File: config.mk
export PLATFORM = sky130hd
export DESIGN_NAME = timer1_peripheral
export DESIGN_NICKNAME = d
export VERILOG_FILES = /design/src/rtl/timer1_pkg.sv /design/src/rtl/timer1_peripheral_edge_sync_detect.sv /design/src/rtl/timer1_peripheral.sv
export SDC_FILE = /design/constraint.sdc
export NUM_CORES = 1
export LEC_CHECK = 0
export ABC_AREA = 1
export BUFFER_PORTS_ARGS = -buffer_cell sky130_fd_sc_hd__clkbuf_2
export CAP_MARGIN = 20
export CORE_UTILIZATION = 47
export CTS_BUF_LIST = sky130_fd_sc_hd__clkbuf_4
export DETAILED_ROUTE_END_ITERATION = 10
export PLACE_DENSITY = 0.74
export RECOVER_POWER = 100
export SLEW_MARGIN = 20
export SYNTH_ARGS = -nofsm -noshare
export SYNTH_HDL_FRONTEND = slang
export SYNTH_SLANG_ARGS = --single-unit
export TNS_END_PERCENT = 5
File: constraint.sdc
create_clock -name clk -period 1.94 [get_ports clk]
set_input_delay 0.097 -clock clk [delete_from_list [all_inputs] [get_ports clk]]
set_output_delay 0.097 -clock clk [all_outputs]
set_load 0.02 [all_outputs]
File: src/rtl/timer1_pkg.sv
// Timer1 shared definitions: bus addresses, T1CON bit positions and the
// prescaler ratio encoding.
package timer1_pkg;

  localparam logic [8:0] TMR1L_ADDR_DEFAULT = 9'h00E;
  localparam logic [8:0] TMR1H_ADDR_DEFAULT = 9'h00F;
  localparam logic [8:0] T1CON_ADDR_DEFAULT = 9'h010;

  // T1CON bit positions
  localparam int T1CON_TMR1ON  = 0;
  localparam int T1CON_TMR1CS  = 1;
  localparam int T1CON_T1SYNCN = 2;
  localparam int T1CON_T1OSCEN = 3;
  localparam int T1CON_CKPS_LO = 4;
  localparam int T1CON_CKPS_HI = 5;

  typedef enum logic [1:0] {
    CKPS_1 = 2'b00,
    CKPS_2 = 2'b01,
    CKPS_4 = 2'b10,
    CKPS_8 = 2'b11
  } ckps_e;

  // Last prescaler count before an increment (ratio - 1).
  function automatic logic [2:0] ckps_last(input ckps_e ckps);
    case (ckps)
      CKPS_1:  return 3'd0;
      CKPS_2:  return 3'd1;
      CKPS_4:  return 3'd3;
      default: return 3'd7;
    endcase
  endfunction

endpackage

File: src/rtl/timer1_peripheral_edge_sync_detect.sv
// Two-flop synchroniser plus rising-edge detect for an asynchronous input pin.
// Reusable for any external-pin peripheral (T1CKI, RB0/INT, capture inputs).
module edge_sync_detect (
  input  logic clk,
  input  logic rst,
  input  logic din,
  output logic rise
);

  logic s1;
  logic s2;
  logic p;

  // Synchronise the pin into clk and keep the previous synchronised value.
  always_ff @(posedge clk or posedge rst) begin
    if (rst) begin
      s1 <= 1'b0;
      s2 <= 1'b0;
      p  <= 1'b0;
    end else begin
      // NOTE: non-blocking assignments make s1/s2/p a true shift chain; blocking ones would collapse it into one flop.
      s1 <= din;
      s2 <= s1;
      p  <= s2;
    end
  end

  assign rise = s2 & ~p;

endmodule

File: src/rtl/timer1_peripheral.sv
// Timer1: 16-bit counter clocked from clk/4 or a synchronised T1CKI pin,
// through a 1/2/4/8 prescaler, with a one-cycle strobe on overflow.
module timer1_peripheral
  import timer1_pkg::*;
#(
  parameter logic [8:0] TMR1L_ADDR = TMR1L_ADDR_DEFAULT,
  parameter logic [8:0] TMR1H_ADDR = TMR1H_ADDR_DEFAULT,
  parameter logic [8:0] T1CON_ADDR = T1CON_ADDR_DEFAULT
) (
  input  logic       clk,
  input  logic       rst,
  input  logic [8:0] addr,
  input  logic       rd_en,
  input  logic       wr_en,
  input  logic [7:0] data_in,
  output logic [7:0] data_out,
  input  logic       t1cki,
  output logic       tmr1if_strobe
);

  logic [15:0] tmr1;
  logic [5:0]  t1con;
  logic [2:0]  presc;
  logic [1:0]  phase;
  logic        strobe;

  logic wr_l;
  logic wr_h;
  logic wr_t1con;
  logic int_tick;
  logic ext_tick;
  logic src_tick;
  logic count_en;
  logic presc_wrap;

  assign wr_l     = wr_en && (addr == TMR1L_ADDR);
  assign wr_h     = wr_en && (addr == TMR1H_ADDR);
  assign wr_t1con = wr_en && (addr == T1CON_ADDR);

  edge_sync_detect u_t1cki_sync (
    .clk  (clk),
    .rst  (rst),
    .din  (t1cki),
    .rise (ext_tick)
  );

  // Free-running phase counter producing the clk/4 instruction-clock tick.
  always_ff @(posedge clk or posedge rst) begin
    if (rst) phase <= 2'b00;
    else     phase <= phase + 2'd1;
  end

  assign int_tick = (phase == 2'b11);
  assign src_tick = t1con[T1CON_TMR1CS] ? ext_tick : int_tick;
  assign count_en = t1con[T1CON_TMR1ON] & src_tick;

  // A count left above a newly reduced ratio runs on to 3'b111 and wraps there.
  assign presc_wrap = (presc == ckps_last(ckps_e'(t1con[T1CON_CKPS_HI:T1CON_CKPS_LO])))
                   || (presc == 3'b111);

  // Register writes, prescaler and counter; a TMR1 byte write beats an increment.
  always_ff @(posedge clk or posedge rst) begin
    if (rst) begin
      tmr1   <= 16'h0000;
      t1con  <= 6'h00;
      presc  <= 3'd0;
      strobe <= 1'b0;
    end else begin
      strobe <= 1'b0;
      if (wr_t1con) t1con <= data_in[5:0];
      if (wr_l || wr_h) begin
        presc <= 3'd0;
        if (wr_l) tmr1[7:0]  <= data_in;
        if (wr_h) tmr1[15:8] <= data_in;
      end else if (count_en) begin
        if (presc_wrap) begin
          presc  <= 3'd0;
          tmr1   <= tmr1 + 16'd1;
          strobe <= (tmr1 == 16'hFFFF);
        end else begin
          presc <= presc + 3'd1;
        end
      end
    end
  end

  assign tmr1if_strobe = strobe;

  // Combinational read mux; idle value is zero so peripheral outputs can be ORed.
  always_comb begin
    // NOTE: the default assignment first keeps every path driven, so no latch is inferred.
    data_out = 8'h00;
    if (rd_en) begin
      if (addr == TMR1L_ADDR)      data_out = tmr1[7:0];
      else if (addr == TMR1H_ADDR) data_out = tmr1[15:8];
      else if (addr == T1CON_ADDR) data_out = {2'b00, t1con};
    end
  end

endmodule

; Yosys cells after proc, flatten, opt, wreduce, memory -nomap -nowiden
; Index checks and enable logic that the tools add are counted.
[totals]
register_bits = 31
inputBits = 22
output_inout_bits = 9
wordCells = 53
[classes]
add_sub_neg = 3
eq_ne = 11
mux = 17
bitwise_logic = 3
reduce_logical = 10
[op_table]
columns = operator, count
row1 = $mux 16, 3
row2 = $mux 8, 5
row3 = $eq 9x4->1 const B, 2
row4 = $add 16x1->16 const B, 1
row5 = $eq 16x16->1 const B, 1
row6 = $eq 9x5->1 const B, 1
row7 = $mux 3, 3
row8 = $pmux 3 s3, 1
row9 = $mux 6, 1
row10 = $reduce_and 3->1, 2
row11 = $eq 2x2->1 const B, 2
row12 = $mux 1, 4
row13 = $ne 2x2->1 const B, 2
row14 = $reduce_bool 2->1, 2
row15 = $add 3x1->3 const B, 1
row16 = $eq 3x3->1, 1
row17 = $eq 3x3->1 const B, 1
row18 = $logic_and 1x1->1, 3
row19 = $add 2x1->2 const B, 1
row20 = $and 1x1->1, 2
row21 = $eq 2x1->1 const B, 1
row22 = $logic_not 2->1, 1
row23 = $logic_or 1x1->1, 2
row24 = $not 1->1, 1

; Logic depth before layout (Yosys ltp)
; Gate-level depths: netlist of the first run.
[logic_depth]
depth_word = 7
depth_mapped = 11
ltp_nobuf = 11

; Cells and area by module
; Synthesis of the first run repeated with hierarchy kept, for this count alone.
[unflattened]
cells_unflattened = 319
hier_area_um2 = 2205.9
[modules_own_cells]
columns = module, instances, cells_each, area_per_inst_um2, seq_area_each_um2
row1 = timer1_peripheral, 1, 313, 2117.0, 700.7
row2 = edge_sync_detect, 1, 6, 88.8, 75.1

; Worst setup path before layout of the first run
; No wires, ideal clock.
[synth_timing]
path_kind = reg2reg
start = reg presc[0]
end = reg tmr1[2]
setup_time_ns = 0.117
arrival_ns = 1.354
required_time_ns = 1.823
path_slack_ns = 0.469
path_stages_with_launch = 10
path_buffers = 1
period_less_slack_ns = 1.471
path_cell_list = dfrtp_1 -> ha_1 -> ha_1 -> inv_1 -> nand2_1 -> nand2_1 -> nand2_8 -> buf_6 -> nand3_1 -> nand2_1
[synth_via]
elab_chain_len = 4
word_cells_on_any_way = 5
cone_classes = eq/ne (2) / reduce/logical (3)
[synth_lines]
columns = item, line
row1 = "start, declared", timer1_peripheral.sv:23  ; logic [2:0] presc;
row2 = "start signal, assigned", timer1_peripheral.sv:81  ; presc <= presc + 3'd1;
row3 = "$eq 3x3->1, on equally long branches", "timer1_peripheral.sv:58, timer1_peripheral.sv:59"
row4 = $logic_or 1x1->1 (*), timer1_peripheral.sv:59  ; || (presc == 3'b111);
row5 = $reduce_bool 2->1 (no source line) (*), -
row6 = $reduce_and 3->1 (no source line) (*), -
row7 = "end signal, assigned", timer1_peripheral.sv:73  ; if (wr_l) tmr1[7:0] <= data_in;
row8 = "end signal, assigned", timer1_peripheral.sv:78  ; tmr1 <= tmr1 + 16'd1;
row9 = "end, declared", timer1_peripheral.sv:21  ; logic [15:0] tmr1;
; Mark *: on every way between the ends. The rest lies on a longest branch, timed or not.
; A chain may end at the register's enable or synchronous reset.

; Final worst setup path of the first run
[layout_timing]
start = reg presc[0]
end = reg tmr1[11]
; The elaborated chain is that of the path after synthesis.

==> results of run 1 <==
## cell usage in the layout (no fill, tap or decap), drive strengths merged
cell	n
nand3b	2
xnor2	2
bufinv	1
dlygate4sd3	3
a21oi	6
nor2	31
mux2	6
inv	31
dfrtp	31
clkbuf	36
xor2	5
nand2	126
or2	1
o21ai	23
ha	4
nand4	4
nand3	37
o21bai	2
a21boi	1
nor3	3
clkinv	2
## critical path: cells and delay by family, from the launching register on
family        cells  cell delay [ps]
fa+ha+maj         2              380
buf+inv           1               50
flops             1              440
simple gates      6              730
## flip-flops by register name (all words and copies together), names as in the netlist
register	count
phase	2
tmr1	16
u_t1cki_sync.s1	1
t1con	6
tmr1if_strobe	1
u_t1cki_sync.s2	1
u_t1cki_sync.p	1
presc	3
## repair_timing
item,CTS,global route
hold buffers,3,0
endpoints found under the hold margin,33,0
setup endpoints to repair,0,0
## logic make-up after synthesis
group | share of synthesized area [%]
buf+inv | 7.579
mux | 3.077
flops | 35.33
compound gates | 7.635
fa+ha+maj | 2.279
xor+xnor | 2.792
simple gates | 41.31
## power breakdown
| group | total (mW) | internal (mW) | switching, mW |
|---|---|---|---|
| registers | 0.750 | 0.682 | 0.0674 |
| logic | 0.213 | 0.0920 | 0.121 |
| clock network | 0.503 | 0.265 | 0.239 |
| total | 1.47 | 1.04 | 0.427 |
## routing by layer
layer	GRT usage [%]	vias up
met5	0	-
met4	9.556	0
met3	5.916	18
met2	37.04	116
met1	35.36	1035
li1	-	1101
## worst min-delay path by stage
stage	cells past startpoint	endpoint
floorplan	0	u_t1cki_sync.s1
global placement	3	phase[0]
detailed placement	3	phase[0]
CTS	2	t1con[0]
global route	2	t1con[4]
finish	2	t1con[1]
## cell type report
type	count	area share [%]
clock buffers	5	1.525
clock inverters	3	1.576
inverters	31	4.830
multi-input cells	253	50.84
flip-flops and latches	31	31.52
well taps	52	2.644
repair buffers	34	7.067
## per-stage QoR
step,setup WS (ps),utilization [%],power [mW],std cells,hold slack (ps)
2_1_floorplan,469.2,-,0.8952,322,128.4
3_3_place_gp,285.5,53.71,0.9600,398,175.4
3_5_place_dp,306.7,53.71,0.9652,398,187.3
4_1_cts,312.1,56.12,1.472,409,4.546
5_1_grt,111.6,55.75,1.531,409,16.21
6_report,282.3,55.75,1.466,409,3.661
==> impl_metrics.py, run 1 <==
metrics = {
    "status": {
        "status": "finished clean",
    },
    "cts": {
        "h-tree-depth": 2,
        "tritoncts": "yes",
        "clk_pin_slew_ps": 100,
        "ctsLongestPathBuffers": 2,
        "cts.sinks": 31,
        "ctsResizeCount": 0,
        "cts_buffers": 5,
        "clock_latency_ps": 340,
        "root_buffer": "clkbuf_4",
        "post_cts_buffers": 0,
    },
    "detailed_routing": {
        "drtIter0Drc": 208,
        "num_vias": 2270,
        "post_drt_wl_per_cell_microns": 14.11,
        "drc": 0,
        "top_layer": "met4",
        "drtPass1Iterations": 5,
        "drt_wl_total_mm": 5.770,
        "met2WireLength_mm": 2.455,
        "wl_met1_mm": 2.623,
        "drt-vias-per-instance": 5.550,
        "wl_met3_microns": 562,
        "final_antenna_net_count": 0,
    },
    "synthesis": {
        "ys.flop_type": "dfrtp_1",
        "yosys_warnings": 0,
        "synth.most_common_cell": "nand2_1",
        "yosysTopAreaCell": "dfrtp_1",
        "syn_area_sq_um": 2196,
        "synth_edf_count": 0,
        "synthesis.instances": 322,
        "synth_top_area_share_pct": 35.33,
        "ys_async_sr_fraction_pct": 100.0,
        "yosysUniqueCellTypes": 31,
        "ys_seq_area_share_pct": 35.33,
        "synth.avg_cell_area_sq_um": 6.819,
        "synth_seq_cells": 31,
        "synth_top_cells_by_count": "nand2_1, nand3_1, dfrtp_1",
        "synth_nets": 348,
        "synth_area_leaders": "dfrtp_1, nand2_1, nand3_1, inv_1, nor2_1",
    },
    "global_routing": {
        "grt_pass1_vias": 2120,
        "grt.overflow.total": 0,
        "grt_pass1_wl_mm": 9.735,
        "grt_max_degree": 32,
        "grt_util_all_layers_pct": 25.06,
        "antenna_found_initial": 0,
    },
    "pwr": {
        "vdd_drop_max_uv": 418.6,
        "p_leak_nw": 1.319,
        "p_per_area_nw_per_um2": 595.8,
    },
    "sta": {
        "setup_viol": 0,
        "rsz0062_at_grt": "no",
        "fin_skew_ps": 6.729,
        "min_period_over_period_pct": 85.45,
        "report.final.slew_viol_count": 0,
        "min_period_ps": 1658,
        "relSlewSlack_pct": 46.81,
        "fmaxAchievable_mhz": 603.2,
        "finalSetupTns_ps": 0,
        "worst_slew_pin_slew_ps": 797.9,
        "hold_violations": 0,
    },
    "worst_setup_path": {
        "cp_slowest_stage_delay_ps": 440,
        "rrSetupSlack_ps": 280,
        "cp-end-kind": "flip-flop",
        "cpMostUsedCell": "nand2_1",
        "required_ps": 2220,
        "arrival_ps": 1940,
        "crit_fanout": 18,
        "startpoint_type": "flip-flop",
        "crit_type": "flip-flop to flip-flop",
        "endpoint": "tmr1[11]",
        "crit_chain": "ha_1 > ha_1 > inv_1 > nand2_1 > nand2_1 > nand2_8 > nand2_2 > nand2_1 > nand2_1",
        "slowest_stage": "dfrtp_1",
        "rr_worst_depth": 9,
        "rr_endpoint": "tmr1[11]",
        "cp-startpoint": "presc[0]",
        "r2r_start": "presc[0]",
    },
    "place": {
        "post-dp-hpwl_mm": 4.318,
        "gp_congestion": 0.9589,
        "numPortBuffers": 30,
        "placed_area_sq_um": 2371,
    },
    "job": {
        "max_cap_viol_count": 0,
    },
    "floorplan": {
        "num_rows": 24,
        "die_h_microns": 70.35,
        "io_pins": 31,
        "start_util_pct": 49.74,
        "core_area_sq_um": 4414,
        "die_area_sq_um": 4949,
        "die_w_microns": 70.35,
    },
    "min_path": {
        "hp-start": "data_in[1]",
        "hold_class": "input port to flip-flop",
    },
    "layout": {
        "multi_input_area_sq_um": 1251,
        "ff_latch_area_sq_um": 775.7,
        "fin_area_sq_um": 2461,
        "areaGrowthSynthToFinish_pct": 12.08,
        "n_antenna_cell": 0,
        "num-nets-final": 382,
        "drive_gt1_share_pct": 13.45,
        "final.fill_count": 462,
    },
}
No activity file was read; power rests on OpenSTA's default activity.
==> inputs of run 2 (changes only) <==
- CELL_PAD_IN_SITES_DETAIL_PLACEMENT: unset -> 1
- CELL_PAD_IN_SITES_GLOBAL_PLACEMENT: unset -> 1
- CORE_UTILIZATION: 47 -> 42
- PLACE_DENSITY: 0.74 -> 0.89
==> impl_metrics.py, run 2 (synthesis gave the netlist of run 1 again) <==
metrics = {
    "detailed_routing": {
        "drt-vias-per-instance": 5.408,
        "final_antenna_net_count": 0,
        "drtIter0Drc": 130,
        "num_vias": 2293,
        "drc": 0,
        "drt_wl_total_mm": 6.666,
        "drtPass1Iterations": 4,
        "post_drt_wl_per_cell_microns": 15.72,
    },
    "layout": {
        "areaGrowthSynthToFinish_pct": 12.93,
        "largest_reg_flops": 16,
        "reg_top3": "tmr1 (16), t1con (6), presc (3)",
        "fin_area_sq_um": 2480,
        "final_cell_mix": "nand2_1, nand3_1, dfrtp_1",
        "num-nets-final": 382,
        "regMostFlops": "tmr1",
        "n_antenna_cell": 0,
        "final.fill_count": 693,
        "drive_gt1_share_pct": 14.01,
        "fin_cells": 424,
        "layout_commonest_cell": "nand2_1",
    },
    "worst_setup_path": {
        "arrival_ps": 2020,
        "crit_family": "simple AND/OR/NAND/NOR gates",
        "cp-end-kind": "flip-flop",
        "crit_fanout": 18,
        "slowest_stage": "dfrtp_1",
        "cpMostUsedCell": "nand2_1",
        "crit_buf_inv": 1,
        "crit_chain": "ha_1 > ha_1 > inv_1 > nand2_1 > nand2_1 > nand2_8 > nand2_2 > nand2_1 > nand2_1",
        "cp_slowest_stage_delay_ps": 440,
        "crit_type": "flip-flop to flip-flop",
        "required_ps": 2210,
        "startpoint_type": "flip-flop",
    },
    "pwr": {
        "vdd_drop_max_uv": 423.9,
        "p_leak_nw": 1.320,
        "p_per_area_nw_per_um2": 593.2,
    },
    "floorplan": {
        "core_area_sq_um": 4880,
        "die_area_sq_um": 5521,
        "io_pins": 31,
        "num_rows": 25,
        "start_util_pct": 45.00,
        "die_h_microns": 74.31,
        "die_w_microns": 74.31,
    },
    "sta": {
        "report.final.slew_viol_count": 0,
        "min_period_over_period_pct": 90.35,
        "min_period_ps": 1753,
        "rsz0062_at_grt": "no",
        "setup_viol": 0,
        "relSlewSlack_pct": 48.01,
        "worst_slew_pin_slew_ps": 779.9,
        "fin_skew_ps": 11.91,
        "fmaxAchievable_mhz": 570.5,
        "setup_slack_ps": 187.3,
        "hold_violations": 0,
        "finalSetupTns_ps": 0,
        "fin_hold_ws_ps": 7.437,
    },
    "cts": {
        "cts_hold_buf": 2,
        "ctsLongestPathBuffers": 2,
        "clk_pin_slew_ps": 100,
        "h-tree-depth": 2,
        "root_buffer": "clkbuf_4",
        "tritoncts": "yes",
        "post_cts_buffers": 0,
        "cts_buffers": 5,
        "cts.sinks": 31,
        "ctsResizeCount": 0,
        "clock_latency_ps": 340,
    },
    "job": {
        "max_cap_viol_count": 0,
    },
    "global_routing": {
        "antenna_found_initial": 0,
        "grt_pass1_wl_mm": 10.94,
        "grt.overflow.total": 0,
        "grt_pass1_vias": 2256,
        "grt_util_all_layers_pct": 27.01,
        "grt_max_degree": 32,
    },
    "min_path": {
        "hold_class": "input port to flip-flop",
    },
    "place": {
        "place_ws_ps": 177.9,
        "dp_cells": 414,
        "numPortBuffers": 30,
        "gp_congestion": 0.8616,
        "post-dp-hpwl_mm": 5.332,
        "placed_area_sq_um": 2397,
    },
    "status": {
        "status": "finished clean",
    },
}
-- run 2: layer usage --
layer	global-route usage (%)	share of wire, %	vias up	wire, microns
met5	0	0	-	0
met4	10.48	2.4	0	159
met3	5.014	5.6	16	373
met1	34.42	45	1102	3008
li1	-	-	1102	-
met2	45.56	47	73	3124
-- run 2: worst reg2reg max path: stages, from the launching register on --
cell and delay (ps):
dfrtp_1 440, ha_1 220, ha_1 180, inv_1 70, nand2_1 70, nand2_1 190, nand2_8 150, nand2_2 190
nand2_1 100, nand2_1 80
-- run 2: worst paths after layout --
path / from / endpoint / slack [ps] / depth (start not counted)
max: presc[0] / tmr1[14] / 190 / 9
max reg2reg: presc[0] / tmr1[14] / 190 / 9
min reg2reg: u_t1cki_sync.s1 / u_t1cki_sync.s2 / 360 / 0
min in group asynchronous: rst / presc[2] / 500 / 4
min: data_in[0] / t1con[0] / 7 / 2
max in group asynchronous: rst / tmr1[12] / 940 / 4
-- run 2: cell type report --
| cell class | instances | area [sq um] | share of cell area, % |
|---|---|---|---|
| clock buffer | 5 | 37.54 | 1.514 |
| sequential | 31 | 775.7 | 31.28 |
| inverter | 31 | 118.9 | 4.793 |
| tap | 67 | 83.83 | 3.380 |
| clock inverter | 3 | 38.79 | 1.564 |
| timing repair buffer | 34 | 171.4 | 6.912 |
| multi-input combinational | 253 | 1254 | 50.55 |
-- run 2: power breakdown --
part | leakage, nW | switching, mW | internal, mW
clock network | 0.0426 | 0.233 | 0.265
registers | 0.401 | 0.0665 | 0.682
logic | 0.876 | 0.129 | 0.0952
total | 1.32 | 0.429 | 1.04
-- run 2: stage by stage --
step	power (mW)	utilization (%)
global placement	0.9687	49.13
global route	1.547	50.82
finish	1.471	50.82
CTS	1.484	51.10
detailed placement	0.9809	49.13
floorplan	0.8952	-
==> inputs of run 3 (changes only) <==
- GPL_TIMING_DRIVEN: unset -> 0
- RECOVER_POWER: 100 -> 50
==> impl_metrics.py, run 3 (synthesis gave the netlist of run 1 again) <==
metrics = {
    "worst_setup_path": {
        "crit_fanout": 6,
        "arrival_ps": 1980,
        "r2r_start": "tmr1[0]",
        "startpoint_type": "flip-flop",
        "cp-startpoint": "tmr1[0]",
        "crit_type": "flip-flop to flip-flop",
        "cp-end-kind": "flip-flop",
        "required_ps": 2180,
    },
    "cts": {
        "cts.sinks": 31,
        "clk_pin_slew_ps": 110,
        "root_buffer": "clkbuf_4",
        "h-tree-depth": 2,
        "tritoncts": "yes",
        "clock_latency_ps": 350,
        "cts_buffers": 5,
        "ctsLongestPathBuffers": 2,
    },
    "layout": {
        "num-nets-final": 392,
        "areaGrowthSynthToFinish_pct": 16.58,
        "drive_gt1_share_pct": 17.44,
        "largest_reg_flops": 16,
        "layout_commonest_cell": "nand2_1",
        "reg_top3": "tmr1 (16), t1con (6), presc (3)",
        "final.fill_count": 665,
        "fin_cells": 434,
        "n_antenna_cell": 0,
        "final_cell_mix": "nand2_1, nand3_1, clkbuf_2",
        "regMostFlops": "tmr1",
    },
    "place": {
        "numPortBuffers": 30,
        "post-dp-hpwl_mm": 5.079,
        "place_ws_ps": 198.1,
        "dp_cells": 419,
        "gp_congestion": 0.8643,
    },
    "pwr": {
        "p_leak_nw": 1.374,
        "vdd_drop_max_uv": 326.6,
        "p_per_area_nw_per_um2": 543.3,
    },
    "sta": {
        "hold_violations": 0,
        "relSlewSlack_pct": 19.35,
        "min_period_over_period_pct": 89.25,
        "finalSetupTns_ps": 0,
        "report.final.slew_viol_count": 0,
        "setup_slack_ps": 208.5,
        "min_period_ps": 1732,
        "setup_viol": 0,
        "rsz0062_at_grt": "no",
        "fmaxAchievable_mhz": 577.5,
        "worst_slew_pin_slew_ps": 1208,
        "fin_skew_ps": 6.186,
    },
    "global_routing": {
        "grt_pass1_vias": 2404,
        "grt_pass1_wl_mm": 11.31,
        "antenna_found_initial": 0,
        "grt.overflow.total": 0,
        "grt_util_all_layers_pct": 27.87,
        "grt_max_degree": 32,
    },
    "detailed_routing": {
        "drt-vias-per-instance": 5.270,
        "num_vias": 2287,
        "drtPass1Iterations": 4,
        "drtIter0Drc": 154,
        "drc": 0,
        "final_antenna_net_count": 0,
        "drt_wl_total_mm": 6.688,
        "post_drt_wl_per_cell_microns": 15.41,
    },
    "floorplan": {
        "die_h_microns": 74.31,
        "num_rows": 25,
        "die_w_microns": 74.31,
        "start_util_pct": 45.00,
        "die_area_sq_um": 5521,
        "core_area_sq_um": 4880,
        "io_pins": 31,
    },
    "min_path": {
        "hold_class": "input port to flip-flop",
        "hp-start": "data_in[3]",
    },
    "status": {
        "status": "finished clean",
    },
    "job": {
        "max_cap_viol_count": 0,
    },
}
==> run 3: critical path: stages, from the launching register on <==
cell and delay, ps:
dfrtp_1 450, ha_1 310, nand2_1 120, nor2_1 240, nand2_1 110, xnor2_1 130
nand2_1 80, nand2_1 50, nand3_1 60, nand2_1 70
==> run 3: where the power goes <==
part	leakage (nW)	internal [mW]	switching, mW
combinational	0.946	0.104	0.153
sequential	0.401	0.682	0.0452
clock	0.0272	0.138	0.268
==> run 3: timing repair <==
item / in CTS / in global routing
hold endpoints to repair: 34 / 3
hold buffers: 4 / 3
gates resized for setup: 0 / 1
buffers inserted: 0 / 0
endpoints found under the setup margin: 0 / 1
==> run 3: area by class of cell <==
type / instances / area, sq um / share of cell area, %
Multi-Input combinational cell: 253 / 1256 / 49.07
Sequential cell: 31 / 775.7 / 30.30
Timing Repair Buffer: 37 / 220.2 / 8.602
Inverter: 31 / 118.9 / 4.643
Tap cell: 67 / 83.83 / 3.275
Buffer: 7 / 47.55 / 1.857
Clock buffer: 5 / 37.54 / 1.466
Clock inverter: 3 / 20.02 / 0.7820
==> run 3: worst paths after layout <==
path | end | slack, ps | cells past startpoint
setup / recovery | tmr1[8] | 210 | 9
hold / removal | t1con[3] | 20 | 2
setup reg to reg | tmr1[8] | 210 | 9
hold reg to reg | u_t1cki_sync.s2 | 360 | 0
max in group asynchronous | tmr1[15] | 630 | 3
min in group asynchronous | presc[0] | 590 | 3
==> run 3: metrics by stage <==
step	instance area, sq um	utilization (%)	power (mW)	hold slack (ps)
3_5_place_dp	2430	49.79	0.9844	207.5
6_report	2560	52.46	1.391	17.69
2_1_floorplan	2196	-	0.8952	128.4
5_1_grt	2560	52.46	1.466	12.89
3_3_place_gp	2430	49.79	0.9665	205.5
4_1_cts	2527	51.79	1.393	3.215
==> run 3: routing by layer <==
layer / share of wire [%] / vias to the layer above / track usage, %
li1: - / 1113 / -
met1: 43 / 1099 / 32.74
met2: 50 / 60 / 50.40
met3: 4.7 / 15 / 5.285
met4: 2.3 / 0 / 10.27
met5: 0 / - / 0
